[config.mk]
export PLATFORM = sky130hd
export DESIGN_NAME = bram_cmd_fetch
export DESIGN_NICKNAME = d
export VERILOG_FILES = /design/src/rtl/bram_cmd_pkg.sv /design/src/rtl/fetch_skid_fifo.sv /design/src/rtl/bram_cmd_fetch.sv
export SDC_FILE = /design/constraint.sdc
export NUM_CORES = 1
export LEC_CHECK = 0
export CAP_MARGIN = 40
export CELL_PAD_IN_SITES_DETAIL_PLACEMENT = 1
export CELL_PAD_IN_SITES_GLOBAL_PLACEMENT = 2
export CORE_ASPECT_RATIO = 2
export CORE_UTILIZATION = 37
export DETAILED_ROUTE_END_ITERATION = 6
export DONT_BUFFER_PORTS = 1
export GPL_ROUTABILITY_DRIVEN = 0
export MAX_ROUTING_LAYER = met4
export PLACE_DENSITY = 0.82
export SLEW_MARGIN = 20
export SYNTH_ARGS = -nofsm -noshare
export SYNTH_HDL_FRONTEND = slang
export SYNTH_HIERARCHICAL = 1
export SYNTH_SLANG_ARGS = --single-unit
export TNS_END_PERCENT = 100
[constraint.sdc]
create_clock -name clk -period 2.8 [get_ports clk]
set_input_delay 0.56 -clock clk [delete_from_list [all_inputs] [get_ports clk]]
set_output_delay 0.56 -clock clk [all_outputs]
set_load 0.03 [all_outputs]
[src/rtl/bram_cmd_pkg.sv]
// Shared constants, state encodings and command/status helpers for the BRAM command fetch stage.
package bram_cmd_pkg;

  localparam int unsigned DATA_W     = 32;
  localparam int unsigned MODE_W     = 3;
  localparam int unsigned CNT_W      = 16;
  localparam int unsigned STATE_W    = 6;
  localparam int unsigned WE_W       = 4;
  localparam int unsigned WORD_BYTES = 4;
  localparam int unsigned CMD_ADDR   = 0;

  // Command word field positions
  localparam int unsigned CMD_START_BIT = 0;
  localparam int unsigned CMD_MODE_LSB  = 1;
  localparam int unsigned CMD_CNT_LSB   = 8;

  // Status word field positions
  localparam int unsigned STS_DONE_BIT = 31;
  localparam int unsigned STS_ERR_BIT  = 30;
  localparam int unsigned STS_CNT_LSB  = 8;
  localparam int unsigned STS_MODE_LSB = 1;

  // One-hot state encodings, also exported on DEBUG_state
  localparam logic [STATE_W-1:0] ST_POLL   = 6'b000001;
  localparam logic [STATE_W-1:0] ST_PWAIT  = 6'b000010;
  localparam logic [STATE_W-1:0] ST_DECODE = 6'b000100;
  localparam logic [STATE_W-1:0] ST_FETCH  = 6'b001000;
  localparam logic [STATE_W-1:0] ST_DRAIN  = 6'b010000;
  localparam logic [STATE_W-1:0] ST_WB     = 6'b100000;

  typedef enum logic [STATE_W-1:0] {
    S_POLL   = ST_POLL,
    S_PWAIT  = ST_PWAIT,
    S_DECODE = ST_DECODE,
    S_FETCH  = ST_FETCH,
    S_DRAIN  = ST_DRAIN,
    S_WB     = ST_WB
  } state_e;

  // Decoded command fields kept in cmd_reg
  typedef struct packed {
    logic [CNT_W-1:0]  count;
    logic [MODE_W-1:0] mode;
    logic              start;
  } cmd_t;

  // Extract the meaningful fields of a raw command word
  function automatic cmd_t decode_cmd(input logic [DATA_W-1:0] word);
    cmd_t c;
    c.start = word[CMD_START_BIT];
    c.mode  = word[CMD_MODE_LSB +: MODE_W];
    c.count = word[CMD_CNT_LSB +: CNT_W];
    return c;
  endfunction

  // Build the writeback word; start bit position is left at 0 so the host sees the command consumed
  function automatic logic [DATA_W-1:0] make_status(input logic              err,
                                                     input logic [CNT_W-1:0]  cnt,
                                                     input logic [MODE_W-1:0] mode);
    logic [DATA_W-1:0] s;
    s = '0;
    s[STS_DONE_BIT] = 1'b1;
    s[STS_ERR_BIT]  = err;
    s[STS_CNT_LSB +: CNT_W]   = err ? '0 : cnt;
    s[STS_MODE_LSB +: MODE_W] = mode;
    return s;
  endfunction

endpackage

[src/rtl/fetch_skid_fifo.sv]
// Two-entry operand buffer with registered head outputs; push and pop may coincide when full.
module fetch_skid_fifo
  import bram_cmd_pkg::*;
(
  input  logic              clk,
  input  logic              rst_n,
  input  logic              push_i,
  input  logic [DATA_W-1:0] data_i,
  input  logic              last_i,
  input  logic              pop_i,
  output logic              valid_o,
  output logic [DATA_W-1:0] data_o,
  output logic              last_o,
  output logic [1:0]        count_o
);

  logic [DATA_W-1:0] head_data_q, head_data_d;
  logic [DATA_W-1:0] tail_data_q, tail_data_d;
  logic              head_last_q, head_last_d;
  logic              tail_last_q, tail_last_d;
  logic [1:0]        count_q, count_d;
  logic              valid_q, valid_d;
  logic              pop_c;

  assign pop_c = pop_i && valid_q;

  // Next-state for the head/tail slots and occupancy
  always_comb begin
    head_data_d = head_data_q;
    head_last_d = head_last_q;
    tail_data_d = tail_data_q;
    tail_last_d = tail_last_q;
    count_d     = count_q;
    case ({push_i, pop_c})
      2'b10: begin
        if (count_q == 2'd0) begin
          head_data_d = data_i;
          head_last_d = last_i;
          count_d     = 2'd1;
        end else if (count_q == 2'd1) begin
          tail_data_d = data_i;
          tail_last_d = last_i;
          count_d     = 2'd2;
        end
      end
      2'b01: begin
        head_data_d = tail_data_q;
        // Keep the held data but never show a stale last flag once empty
        head_last_d = (count_q == 2'd2) ? tail_last_q : 1'b0;
        count_d     = count_q - 2'd1;
      end
      2'b11: begin
        if (count_q == 2'd1) begin
          head_data_d = data_i;
          head_last_d = last_i;
        end else begin
          head_data_d = tail_data_q;
          head_last_d = tail_last_q;
          tail_data_d = data_i;
          tail_last_d = last_i;
        end
      end
      default: ;
    endcase
    valid_d = (count_d != 2'd0);
  end

  // Slot and occupancy registers
  always_ff @(posedge clk or negedge rst_n) begin
    if (!rst_n) begin
      head_data_q <= '0;
      head_last_q <= 1'b0;
      tail_data_q <= '0;
      tail_last_q <= 1'b0;
      count_q     <= 2'd0;
      valid_q     <= 1'b0;
    end else begin
      head_data_q <= head_data_d;
      head_last_q <= head_last_d;
      tail_data_q <= tail_data_d;
      tail_last_q <= tail_last_d;
      count_q     <= count_d;
      valid_q     <= valid_d;
    end
  end

  assign valid_o = valid_q;
  assign data_o  = head_data_q;
  assign last_o  = head_last_q;
  assign count_o = count_q;

endmodule

[src/rtl/bram_cmd_fetch.sv]
// Polls the command word at BRAM address 0, streams the following operand words, writes status back.
module bram_cmd_fetch
  import bram_cmd_pkg::*;
#(
  parameter int unsigned MAX_WORDS = 1023,
  parameter int unsigned ADDR_W    = 32
) (
  input  logic               clk,
  input  logic               rst_n,
  output logic [ADDR_W-1:0]  bram_addr,
  output logic               bram_en,
  output logic [WE_W-1:0]    bram_we,
  output logic [DATA_W-1:0]  bram_din,
  input  logic [DATA_W-1:0]  bram_dout,
  output logic [DATA_W-1:0]  m_data,
  output logic               m_valid,
  input  logic               m_ready,
  output logic               m_last,
  output logic [MODE_W-1:0]  m_mode,
  output logic [STATE_W-1:0] DEBUG_state
);

  state_e            state_q, state_d;
  cmd_t              cmd_q, cmd_d;
  logic              live_q;
  logic              err_q, err_d;
  logic [CNT_W-1:0]  issued_q, issued_d;
  logic [CNT_W-1:0]  sent_q, sent_d;
  logic [ADDR_W-1:0] rd_addr_q, rd_addr_d;
  logic              rd_pend_q, rd_last_q;

  logic              fifo_valid, fifo_last;
  logic [DATA_W-1:0] fifo_data;
  logic [1:0]        fifo_count;

  logic              pop_c, issue_c, last_issue_c, drain_done_c, too_big_c;

  assign pop_c        = fifo_valid && m_ready;
  assign last_issue_c = (issued_q + CNT_W'(1)) == cmd_q.count;
  assign too_big_c    = 32'(cmd_q.count) > 32'(MAX_WORDS);

  // A beat leaving this cycle frees its slot, so the credit check subtracts it
  assign issue_c = (state_q == S_FETCH) && (issued_q < cmd_q.count) &&
                   ((3'(fifo_count) + 3'(rd_pend_q)) < (3'd2 + 3'(pop_c)));

  assign drain_done_c = !rd_pend_q &&
                        ((fifo_count == 2'd0) || ((fifo_count == 2'd1) && pop_c));

  // Next-state and datapath register updates
  always_comb begin
    state_d   = state_q;
    cmd_d     = cmd_q;
    err_d     = err_q;
    issued_d  = issued_q;
    rd_addr_d = rd_addr_q;
    sent_d    = sent_q + CNT_W'(pop_c);
    case (state_q)
      S_POLL: begin
        // The first cycle out of reset has no read on the port, so stay until one is issued
        if (live_q) state_d = S_PWAIT;
      end
      S_PWAIT: begin
        cmd_d   = decode_cmd(bram_dout);
        state_d = S_DECODE;
      end
      S_DECODE: begin
        issued_d  = '0;
        sent_d    = '0;
        err_d     = 1'b0;
        rd_addr_d = ADDR_W'(WORD_BYTES);
        if (!cmd_q.start) begin
          state_d = S_POLL;
        end else if (cmd_q.count == '0) begin
          state_d = S_WB;
        end else if (too_big_c) begin
          err_d   = 1'b1;
          state_d = S_WB;
        end else begin
          state_d = S_FETCH;
        end
      end
      S_FETCH: begin
        if (issue_c) begin
          issued_d  = issued_q + CNT_W'(1);
          rd_addr_d = rd_addr_q + ADDR_W'(WORD_BYTES);
          if (last_issue_c) state_d = S_DRAIN;
        end
      end
      S_DRAIN: begin
        if (drain_done_c) state_d = S_WB;
      end
      S_WB: begin
        state_d = S_POLL;
      end
      default: begin
        state_d = S_POLL;
      end
    endcase
  end

  // State and datapath registers
  always_ff @(posedge clk or negedge rst_n) begin
    if (!rst_n) begin
      state_q   <= S_POLL;
      cmd_q     <= '0;
      live_q    <= 1'b0;
      err_q     <= 1'b0;
      issued_q  <= '0;
      sent_q    <= '0;
      rd_addr_q <= '0;
      rd_pend_q <= 1'b0;
      rd_last_q <= 1'b0;
    end else begin
      state_q   <= state_d;
      cmd_q     <= cmd_d;
      live_q    <= 1'b1;
      err_q     <= err_d;
      issued_q  <= issued_d;
      sent_q    <= sent_d;
      rd_addr_q <= rd_addr_d;
      rd_pend_q <= issue_c;
      rd_last_q <= issue_c && last_issue_c;
    end
  end

  // BRAM port: poll read, operand reads gated by credit, single status write
  always_comb begin
    bram_en   = 1'b0;
    bram_addr = ADDR_W'(CMD_ADDR);
    bram_we   = '0;
    bram_din  = '0;
    if (issue_c) begin
      bram_en   = 1'b1;
      bram_addr = rd_addr_q;
    end else if ((state_q == S_POLL) && live_q) begin
      bram_en = 1'b1;
    end else if (state_q == S_WB) begin
      bram_en  = 1'b1;
      bram_we  = '1;
      bram_din = make_status(err_q, sent_q, cmd_q.mode);
    end
  end

  fetch_skid_fifo u_fifo (
    .clk     (clk),
    .rst_n   (rst_n),
    .push_i  (rd_pend_q),
    .data_i  (bram_dout),
    .last_i  (rd_last_q),
    .pop_i   (m_ready),
    .valid_o (fifo_valid),
    .data_o  (fifo_data),
    .last_o  (fifo_last),
    .count_o (fifo_count)
  );

  assign m_valid     = fifo_valid;
  assign m_data      = fifo_data;
  assign m_last      = fifo_last;
  assign m_mode      = cmd_q.mode;
  assign DEBUG_state = state_q;

endmodule
==> results.py <==
metrics = {
    "outcome": {
        "run_status": "complete, but fails checks",
        "violations": "negative hold slack, negative setup slack",
    },
    "logic_synthesis": {
        "yosysWarnings": 6,
        "synth_top_family_by_area": "simple AND/OR/NAND/NOR gates",
        "synthCells": 952,
        "async_reset_ff_frac": 1.00,
        "ys_ff_latch": 161,
        "synth_edf_count": 0,
        "synth_mux_area_frac": 0.137,
        "synth_simple_gate_area_share": 0.190,
        "synthAdderAreaFrac": 0.0393,
        "synth.yosys.seq_area_share": 0.411,
        "ys_types": 72,
        "synth_xor_area_frac": 0.0286,
        "synthFlopType": "dfrtp_1",
        "synth_compound_area_frac": 0.133,
        "syn_area_sq_um": 9800,
        "avgSynthCellArea_sq_um": 10.3,
    },
    "power_and_ir_drop": {
        "p_total_w": 0.00959,
        "vdd_drop_max_uv": 466,
        "total_leakage_power_nw": 5.49,
        "pwr-share-clk": 0.277,
        "pwr-share-comb": 0.339,
        "seqPwrFrac": 0.384,
        "internal-power_w": 0.00604,
        "switching_share": 0.370,
        "cellPowerDensity_nw_per_um2": 794,
        "p_sw_w": 0.00355,
    },
    "die": {
        "die_h_microns": 232,
        "num_io_pins": 147,
        "placementRows": 83,
        "core_sq_um": 25900,
        "die_w_microns": 117,
        "initial_core_util": 0.379,
        "design.die.area_sq_um": 27200,
    },
    "critical_path": {
        "r2r-start": "cmd_q[11]",
        "cp_max_fo": 4,
        "path_cells": "inv_1, ha_4, nand4_1, or2_4, a211o_1, nand3_2, inv_2, buf_6, or3_4",
        "required_ns": 2.24,
        "crit_type": "reg2out",
        "r2r_end": "rd_addr_q[19]",
        "r2r_cells": 12,
        "crit_path_end_kind": "output pin",
        "critPathMaxStageDelay_ns": 0.43,
        "start_kind": "flop",
        "slowest_stage": "or3_4",
        "cp.arrival_ns": 2.57,
        "reg2reg_slack_ns": -0.02,
    },
    "sta": {
        "tns_ns": -6.32,
        "worst_pin_slew_ns": 0.678,
        "slew_headroom": 0.548,
        "fmax_ghz": 0.320,
        "period_share": 1.12,
        "slew_viol_final": 0,
        "setup_slack_ns": -0.325,
        "hold_viol_final": 160,
        "rsz0062_at_grt": "true",
        "finalSetupViolations": 34,
        "finClkSkew_ns": 0.00849,
        "min_period_ns": 3.13,
        "holdWs_ns": -0.197,
    },
    "placement": {
        "dp_hpwl_microns": 20900,
        "io_buffers": 0,
        "preCtsSetupSlack_ns": -0.0657,
        "place_area_sq_um": 11000,
    },
    "layout": {
        "areaGrowthSynthToFinish_pct": 23.4,
        "fin_nets": 1130,
        "layout-drive-gt1-share": 0.337,
        "fin_area_sq_um": 12100,
        "diodes": 0,
        "nFillCells": 2817,
    },
    "route": {
        "vias_per_cell": 5.55,
        "routed-via-count": 7864,
        "highest_layer": "met4",
        "routedWlPerCell_microns": 20.7,
        "dr_wl_met3_microns": 913,
        "met1_length_microns": 10900,
        "route.met2.wl_microns": 16500,
        "drt_iter0_drc": 301,
        "drc": 0,
        "ant_nets": 0,
        "drt_pass1_iterations": 4,
        "routed_wl_microns": 29400,
    },
    "global_routing": {
        "grt_max_degree": 162,
        "grt_pass1_wl_microns": 46900,
        "grt_overflow_total": 0,
        "antenna_found_initial": 0,
        "track_usage": 0.237,
        "grt_pass1_vias": 8576,
    },
    "clock_network": {
        "htreeDepth": 4,
        "clk_latency_ns": 0.45,
        "cts_buffer_depth": 2,
        "clkSinkCount": 161,
        "numCtsBuffers": 17,
        "cts_tree": "yes",
        "cts_root_buf": "clkbuf_16",
        "clk_pin_slew_ns": 0.06,
    },
    "min_path": {
        "hold_class": "in2async",
    },
    "job": {
        "cap_violations": 0,
    },
}
==> repair_timing <==
item / in CTS / in global routing
gates resized for setup: 44 / 39
endpoints found under the setup margin: 51 / 58
hold endpoints to repair: 161 / 160
cloned: 0 / 1
setup buffers: 10 / 9
pin swaps: 11 / 11
==> sequential cells by signal, summed over array words and instances, names as in the netlist <==
| register | count |
|---|---|
| DEBUG_state | 6 |
| cmd_q | 17 |
| err_q | 1 |
| issued_q | 16 |
| live_q | 1 |
| m_mode | 3 |
| rd_addr_q | 30 |
| rd_last_q | 1 |
| rd_pend_q | 1 |
| sent_q | 16 |
| u_fifo/count_o | 2 |
| u_fifo/data_o | 32 |
| u_fifo/last_o | 1 |
| u_fifo/tail_data_q | 32 |
| u_fifo/tail_last_q | 1 |
| u_fifo/valid_o | 1 |
==> cell usage in the layout (no fill, tap or decap), drive strengths merged, types with 4 or more instances in the layout <==
| cell type | netlist | layout |
|---|---|---|
| a21oi | 46 | 46 |
| bufinv | 0 | 5 |
| mux2i | 5 | 5 |
| clkbuf | 34 | 20 |
| and4 | 6 | 6 |
| o211ai | 4 | 4 |
| and3 | 10 | 10 |
| o31ai | 19 | 19 |
| and2 | 81 | 81 |
| or2 | 4 | 4 |
| a211oi | 5 | 5 |
| o22ai | 4 | 4 |
| o2111ai | 4 | 4 |
| ha | 30 | 30 |
| a21o | 5 | 5 |
| conb | 2 | 14 |
| nor2 | 32 | 32 |
| nor3 | 8 | 8 |
| nand2 | 65 | 65 |
| a22oi | 5 | 5 |
| nor2b | 5 | 5 |
| buf | 36 | 152 |
| o21ai | 39 | 39 |
| mux2 | 99 | 99 |
| nor4 | 12 | 12 |
| a221o | 32 | 32 |
| or4 | 20 | 20 |
| nor3b | 5 | 5 |
| nand4 | 19 | 19 |
| a31oi | 4 | 4 |
| or3 | 24 | 24 |
| inv | 37 | 40 |
| nand3 | 24 | 24 |
| nand3b | 4 | 4 |
| xnor2 | 14 | 14 |
| dfrtp | 160 | 160 |
| xor2 | 18 | 18 |
==> power by group through the flow <==
stage	clock (W)	sequential, W	combinational [W]
finish	0.00266	0.00368	0.00326
global route	0.00280	0.00374	0.00355
CTS	0.00272	0.00369	0.00323
detailed placement	0	0.00372	0.00304
global placement	0	0.00370	0.00295
floorplan	0	0.00365	0.00217
==> stage by stage <==
step / instances / utilization
CTS: 1409 / 0.460
finish: 1418 / 0.468
global route: 1418 / 0.468
global placement: 1367 / 0.424
floorplan: 964 / -
detailed placement: 1367 / 0.424
==> metal layers <==
metal / track usage / vias up
met2: 0.432 / 152
met4: 0.112 / 0
met3: 0.0478 / 55
met5: - / -
met1: 0.234 / 3996
li1: - / 3661
==> worst max path at each step <==
| stage | slack (ns) | start | cells past startpoint | to |
|---|---|---|---|---|
| 3_5_place_dp | -0.07 | cmd_q[19] | 9 | bram_en |
| 5_1_grt | -0.41 | cmd_q[16] | 9 | bram_en |
| 2_1_floorplan | -0.01 | issued_q[13] | 9 | bram_addr[24] |
| 4_1_cts | -0.35 | issued_q[14] | 8 | bram_en |
| 6_report | -0.33 | cmd_q[18] | 9 | bram_en |
| 3_3_place_gp | -0.02 | cmd_q[19] | 9 | bram_en |
==> synthesized netlist by cell type, types with 4 or more instances <==
library cell / number / area share
dfrtp_1: 160 / 0.41
and2_1: 80 / 0.051
nand2_1: 65 / 0.025
mux2_2: 51 / 0.059
mux2_4: 48 / 0.074
a21oi_1: 46 / 0.023
o21ai_0: 38 / 0.019
inv_1: 36 / 0.014
clkbuf_1: 34 / 0.013
a221o_1: 32 / 0.033
ha_1: 30 / 0.038
nor2_1: 30 / 0.011
nand3_1: 24 / 0.012
or3_1: 24 / 0.015
buf_4: 20 / 0.015
nand4_1: 19 / 0.012
o31ai_1: 19 / 0.015
or4_1: 19 / 0.015
xor2_1: 18 / 0.016
xnor2_1: 14 / 0.013
nor4_1: 12 / 0.0077
and3_1: 10 / 0.0064
buf_6: 8 / 0.0092
nor3_1: 8 / 0.0041
and4_1: 6 / 0.0054
a211oi_1: 5 / 0.0038
a21o_1: 5 / 0.0038
mux2i_1: 5 / 0.0051
nor2b_1: 5 / 0.0032
a31oi_1: 4 / 0.0026
nand3b_1: 4 / 0.0031
nor3b_1: 4 / 0.0031
o211ai_1: 4 / 0.0031
o22ai_1: 4 / 0.0026
or2_2: 4 / 0.0026
==> worst max-delay path: cells and delay by family, from the launching register on <==
kind	cells	cell delay, ns
simple gates	4	0.96
fa+ha+maj	1	0.28
flops	1	0.35
compound gates	1	0.26
buf+inv	3	0.27
==> kinds of logic (layout without fill, tap and decap cells) <==
| group | Yosys count | in the layout |
|---|---|---|
| AO/OA/AOI/OAI | 186 | 186 |
| XOR/XNOR | 32 | 32 |
| adder cells (fa/ha/maj) | 31 | 31 |
| buffers and inverters | 107 | 221 |
| flip-flops | 161 | 161 |
| multiplexers | 104 | 104 |
| other | 2 | 14 |
| AND/OR/NAND/NOR | 329 | 329 |
==> area by class of cell <==
| type | instances | area [sq um] | area share |
|---|---|---|---|
| timing repair buffer | 152 | 1300 | 0.108 |
| multi-input combinational | 696 | 5540 | 0.458 |
| tap | 340 | 425 | 0.0352 |
| clock inverter | 12 | 203 | 0.0168 |
| clock buffer | 20 | 447 | 0.0369 |
| sequential | 161 | 4030 | 0.333 |
| inverter | 37 | 139 | 0.0115 |
No activity file was read; power rests on OpenSTA's default activity.
